==> config.mk <==
export PLATFORM = sky130hd
export DESIGN_NAME = moves_pipe
export DESIGN_NICKNAME = d
export VERILOG_FILES = /design/src/rtl/moves_pipe.sv
export SDC_FILE = /design/constraint.sdc
export NUM_CORES = 1
export LEC_CHECK = 0
export ABC_AREA = 1
export CAP_MARGIN = 5
export CORE_MARGIN = 10
export CORE_UTILIZATION = 40
export DETAILED_ROUTE_END_ITERATION = 16
export PLACE_DENSITY = 0.68
export SLEW_MARGIN = 20
export SYNTH_ARGS = -nofsm -noshare
export SYNTH_HDL_FRONTEND = slang
export SYNTH_SLANG_ARGS = --single-unit
==> constraint.sdc <==
create_clock -name clk -period 1.6 [get_ports clk]
set_clock_uncertainty 0.05 [all_clocks]
set_input_delay 0.32 -clock clk [delete_from_list [all_inputs] [get_ports clk]]
set_output_delay 0.32 -clock clk [all_outputs]
set_load 0.03 [all_outputs]
==> src/rtl/moves_pipe.sv <==
// Buffered move-immediate unit: byte-lane insert into a register value,
// queued in a small result FIFO with forwarding of pending writes.
module moves_pipe #(
  parameter int DATA_W = 16,
  parameter int NREG   = 8,
  parameter int DEPTH  = 2,
  localparam int NLANE  = DATA_W / 8,
  localparam int REG_AW = $clog2(NREG),
  localparam int CNT_W  = $clog2(DEPTH + 1),
  localparam int LANE_W = (NLANE > 1) ? $clog2(NLANE) : 1
) (
  input  logic              clk,
  input  logic              rst_n,
  input  logic              flush,
  input  logic              in_valid,
  output logic              in_ready,
  input  logic [1:0]        op,
  input  logic [REG_AW-1:0] dst,
  input  logic [LANE_W-1:0] lane,
  input  logic [7:0]        imm,
  output logic [REG_AW-1:0] rf_raddr,
  input  logic [DATA_W-1:0] rf_rdata,
  output logic              out_valid,
  input  logic              out_ready,
  output logic [REG_AW-1:0] out_dst,
  output logic [DATA_W-1:0] out_data,
  output logic [CNT_W-1:0]  occupancy
);

  localparam int PTR_W = (DEPTH > 1) ? $clog2(DEPTH) : 1;

  localparam logic [1:0] OP_MOVL  = 2'b00;
  localparam logic [1:0] OP_MOVLZ = 2'b01;
  localparam logic [1:0] OP_MOVLS = 2'b10;
  localparam logic [1:0] OP_MOVH  = 2'b11;

  logic [DATA_W-1:0] data_q [DEPTH];
  logic [REG_AW-1:0] dst_q  [DEPTH];
  logic [PTR_W-1:0]  wr_ptr_q, wr_ptr_d;
  logic [PTR_W-1:0]  rd_ptr_q, rd_ptr_d;
  logic [CNT_W-1:0]  cnt_q, cnt_d;

  logic              push, pop;
  logic [DATA_W-1:0] base;
  logic [DATA_W-1:0] res;
  int                lsel;

  assign rf_raddr  = dst;
  assign out_valid = (cnt_q != '0);
  assign out_dst   = dst_q[rd_ptr_q];
  assign out_data  = data_q[rd_ptr_q];
  assign occupancy = cnt_q;
  assign in_ready  = (cnt_q < CNT_W'(DEPTH)) | (out_valid & out_ready);
  assign push      = in_valid & in_ready;
  assign pop       = out_valid & out_ready;

  // Walk oldest to youngest so the youngest matching entry wins.
  always_comb begin
    base = rf_rdata;
    for (int k = 0; k < DEPTH; k++) begin
      int idx;
      idx = (int'(rd_ptr_q) + k) % DEPTH;
      if (k < int'(cnt_q) && dst_q[PTR_W'(idx)] == dst)
        base = data_q[PTR_W'(idx)];
    end
  end

  always_comb begin
    lsel = int'(lane) % NLANE;
    if (op == OP_MOVH)
      lsel = (lsel + 1) % NLANE;
  end

  always_comb begin
    res = '0;
    for (int i = 0; i < NLANE; i++) begin
      if (i == lsel) begin
        res[i*8 +: 8] = imm;
      end else begin
        case (op)
          OP_MOVLZ: res[i*8 +: 8] = 8'h00;
          OP_MOVLS: res[i*8 +: 8] = (i > lsel) ? 8'hFF : 8'h00;
          default:  res[i*8 +: 8] = base[i*8 +: 8];
        endcase
      end
    end
  end

  always_comb begin
    wr_ptr_d = wr_ptr_q;
    rd_ptr_d = rd_ptr_q;
    cnt_d    = cnt_q;
    if (flush) begin
      wr_ptr_d = '0;
      rd_ptr_d = '0;
      cnt_d    = '0;
    end else begin
      if (push)
        wr_ptr_d = (wr_ptr_q == PTR_W'(DEPTH - 1)) ? '0 : wr_ptr_q + 1'b1;
      if (pop)
        rd_ptr_d = (rd_ptr_q == PTR_W'(DEPTH - 1)) ? '0 : rd_ptr_q + 1'b1;
      cnt_d = cnt_q + CNT_W'(push) - CNT_W'(pop);
    end
  end

  always_ff @(posedge clk or negedge rst_n) begin
    if (!rst_n) begin
      wr_ptr_q <= '0;
      rd_ptr_q <= '0;
      cnt_q    <= '0;
      for (int k = 0; k < DEPTH; k++) begin
        data_q[k] <= '0;
        dst_q[k]  <= '0;
      end
    end else begin
      wr_ptr_q <= wr_ptr_d;
      rd_ptr_q <= rd_ptr_d;
      cnt_q    <= cnt_d;
      if (push && !flush) begin
        data_q[wr_ptr_q] <= res;
        dst_q[wr_ptr_q]  <= dst;
      end
    end
  end

endmodule

==> results of run 1 <==
==> per-stage QoR <==
step | total power, mW | hold WS [ns] | instance area [sq um] | utilization, % | instances
finish | 6.23 | 0.340 | 3790 | 59.6 | 546
floorplan | 3.74 | -0.0256 | 2680 | - | 386
CTS | 6.00 | 0.345 | 3660 | 57.6 | 542
global placement | 4.82 | 0.128 | 3420 | 53.8 | 530
detailed placement | 4.90 | 0.130 | 3420 | 53.8 | 530
global route | 6.68 | 0.363 | 3790 | 59.6 | 546
==> flip-flops by register name, summed over array words and instances, names as in the netlist <==
name	flops
occupancy	2
rd_ptr_q	1
data_q	32
dst_q	6
wr_ptr_q	1
==> synthesized netlist by cell type (all sizes together) <==
master / n
o21ai: 25
nor2: 6
nand3: 42
or2: 1
dfrtp: 42
xor2: 1
clkbuf: 2
nor3: 2
a21oi: 2
xnor2: 1
ha: 4
inv: 56
buf: 15
nand2: 187
==> power breakdown <==
group	internal (mW)	switching, mW	leakage, nW
logic	1.48	2.10	1.46
registers	1.53	0.271	0.532
clock network	0.460	0.390	0.0579
total	3.47	2.76	2.05
==> cells by family (layout without fill, tap and decap cells) <==
logic type / count (synthesis) / in the layout / synth area share (%)
flops: 42 / 42 / 40.3
xor+xnor: 2 / 2 / 0.672
simple gates: 238 / 238 / 39.0
compound gates: 27 / 27 / 5.61
buf+inv: 73 / 156 / 12.5
fa+ha+maj: 4 / 4 / 1.92
==> repair_timing <==
action,in CTS,in global routing
hold buffers,1,0
hold endpoints to repair,7,0
buffers inserted,3,2
gates resized for setup,25,27
endpoints found under the setup margin,41,54
pin swaps,11,7
cloned,1,2
==> area by class of cell <==
cell class | instances | share of cell area (%)
flip-flops and latches | 42 | 27.8
clock buffers | 5 | 1.82
repair buffers | 92 | 23.9
well taps | 77 | 2.54
clock inverters | 3 | 1.06
inverters | 56 | 5.62
multi-input cells | 271 | 37.2
==> routing by layer <==
metal / up-vias / global-route usage, %
met5: - / 0
met4: 0 / 4.89
met3: 10 / 3.98
met2: 63 / 25.7
met1: 1196 / 18.0
li1: 1332 / -
==> final timing paths <==
kind                                           to  slack (ns)
min in group clk             dst_q[0]$_DFFE_PN0P_        0.38
max                                  out_data[13]       -0.07
min                        data_q[12]$_DFFE_PN0P_        0.34
max in group asynchronous  occupancy[1]$_DFF_PN0_        0.70
max reg2reg                occupancy[1]$_DFF_PN0_        0.05
min reg2reg                data_q[27]$_DFFE_PN0P_        0.43
==> reports/summary.md, run 1 <==
The final layout net count was 507. The share of final-layout standard cells stronger than drive strength 1 is 24.9%. The routed wirelength normalized by instance count works out to 14.5 um.

For the count of inserted antenna diode cells, the log shows 0. The total overflow left after global routing is 0. The final route contains 2601 vias.

The most area-hungry cell type in the Yosys netlist was sky130_fd_sc_hd__dfrtp_1. The die is 101 um tall. In the final layout, flip-flops and latches occupy 0.00105 sq mm.

TritonCTS built the clock tree. The final layout contains routed wiring with a total length of 7.90 mm. The worst path uses 105% of the clock period. The delay contributed by the slowest stage of the critical path works out to 0.47 ns.

The tools report the number of hold violations in the final report as 0. The die covers 0.0102 sq mm. The flow ran to the end, but the final reports show violations. The most common library cell in the layout ignoring fill and taps was sky130_fd_sc_hd__nand2_1. Setup violations remaining at the end of the flow were counted as 19. The clock passes through at most 2 buffers. The slew at the pin closest to its max-slew limit works out to 0.333 ns. The die is 101 um wide. Counting I/O delays and the setup requirement, the final critical path takes 1.67 ns. The highest layer touched by signal routing is met4. The number of nets produced by synthesis came out at 425. The first global-routing pass estimated 12.5 mm of wire. The required time at the worst-slack endpoint is 1.23 ns. The startpoint identified for the worst register-to-register timing path is occupancy[1]$_DFF_PN0_. Fill cells in the final layout number 551. The length of routed met2 wiring was 4.01 mm; the average cell area after synthesis was 6.76 sq um. Global routing consumed, over all layers together, 15.1% of the routing resources. The area of the multi-input gates is 0.00141 sq mm.

The worst setup path startpoint was rd_ptr_q$_DFFE_PN0P_. Leaving out fill and tap cells, the most frequent cells in the layout are 171 x sky130_fd_sc_hd__nand2_1, 48 x sky130_fd_sc_hd__inv_1, 39 x sky130_fd_sc_hd__dfrtp_1, 38 x sky130_fd_sc_hd__nand3_1, 38 x sky130_fd_sc_hd__buf_4. Detailed placement ended at an HPWL of 5.48 mm. After synthesis the netlist holds a flip-flop and latch count of 42. VDD sags by at most 890 uV. In the detailed route, the total length drawn on met3 is 485 um. The first detailed-routing pass took 4 iterations. The number of antenna violations at the first check in global routing was 0. Clock tree root driver cell: sky130_fd_sc_hd__clkbuf_8. The kind of end point of the critical path is a primary output. Static timing analysis puts the maximum clock frequency at 0.597 GHz. Via count of the first global-routing pass: 2553.

The count of pins over their slew limit was 0. The clock-pin transition on the worst setup and hold timing paths came out at 0.08 ns. Entering global routing, the biggest net connects 41 pins.

The gate count of the mapped netlist is 386. In the routed layout, each cell is associated on average with a via count of 4.76. Proportion of synthesized chip area in sequential cells: 40.3%.

Yosys attributes the largest share of cell area to sky130_fd_sc_hd__dfrtp_1 40%, sky130_fd_sc_hd__nand2_1 26%, sky130_fd_sc_hd__nand3_1 7.9%. H-tree depth reported by CTS: 2. The number of rows created at floorplan is 29, and the post-synth design cell area is 0.00261 sq mm. The number of buffers and inverters on the critical path is 2. The power density relative to cell area was 1650 mW/mm^2. The signal on the critical path passes through clkbuf_16 > o21ai_1 > buf_4.

The total stage count of the critical path came out at 3. Setup repair after global routing could not meet its margin everywhere. During placement, the flow inserted port buffers numbering 60. The core region is 0.00635 sq mm.

The final reports fail on setup timing. At the end of routability-driven placement, the weighted congestion stood at 0.900. From synthesis to final layout, the design area changed by 45.2%. The logs give 41.1% for the effective utilization at floorplan and -0.458 ns for the placement-stage worst setup slack. The cell depth of the worst flop-to-flop path came out at 10.

Headroom to the max-slew limit came out at 77.7%. The cell family contributing the most delay on the critical path is flip-flops. In this run the biggest area consumer among cell types represents 40.3% of the synthesized area. The detail route stage leaves a number of antenna-violating nets equal to 0. Clock latency on the worst-skew pair, taken at its later pin, is 0.30 ns.

Counting the buffers created by CTS gives 5. Total number of clock tree sinks: 42. The setup path with the least slack is of type reg -> out. The tools report the post-route worst setup slack as -0.0749 ns. In the routed design, unresolved DRC markers number 0.

The I/O pin count was 61. The count of unique library cells instantiated by Yosys was 27. In the final timing run, aggregate negative setup slack is -0.760 ns. In this run the worst hold path is classified as in -> async. Of all nets on the critical path, the largest fanout is 10.

The sort of element at the start of the critical path is a register. For this run, the number of Yosys warnings is 0. Summed over all cells, the static leakage comes to 2.05 nW.

After detailed routing, the wire length on met1 is 3.29 mm. Data arrival time of the critical path: 1.30 ns. Across the run, the number of max-cap violations was 0.

For this block, the initial DRC count from the detailed router was 138. The slowest stage of the critical path belongs to the cell sky130_fd_sc_hd__dfrtp_2.
Power figures use the tool's default switching activity.
==> run 2: changes to the inputs <==
--- a/config.mk
+++ b/config.mk
@@ -6,10 +6,10 @@
 export NUM_CORES = 1
 export LEC_CHECK = 0
 export ABC_AREA = 1
-export CAP_MARGIN = 5
 export CORE_MARGIN = 10
 export CORE_UTILIZATION = 40
 export DETAILED_ROUTE_END_ITERATION = 16
+export GPL_TIMING_DRIVEN = 1
 export PLACE_DENSITY = 0.68
 export SLEW_MARGIN = 20
 export SYNTH_ARGS = -nofsm -noshare
==> results of run 2 <==
No change in the layout: final DEF, timing and power equal those of run 1.
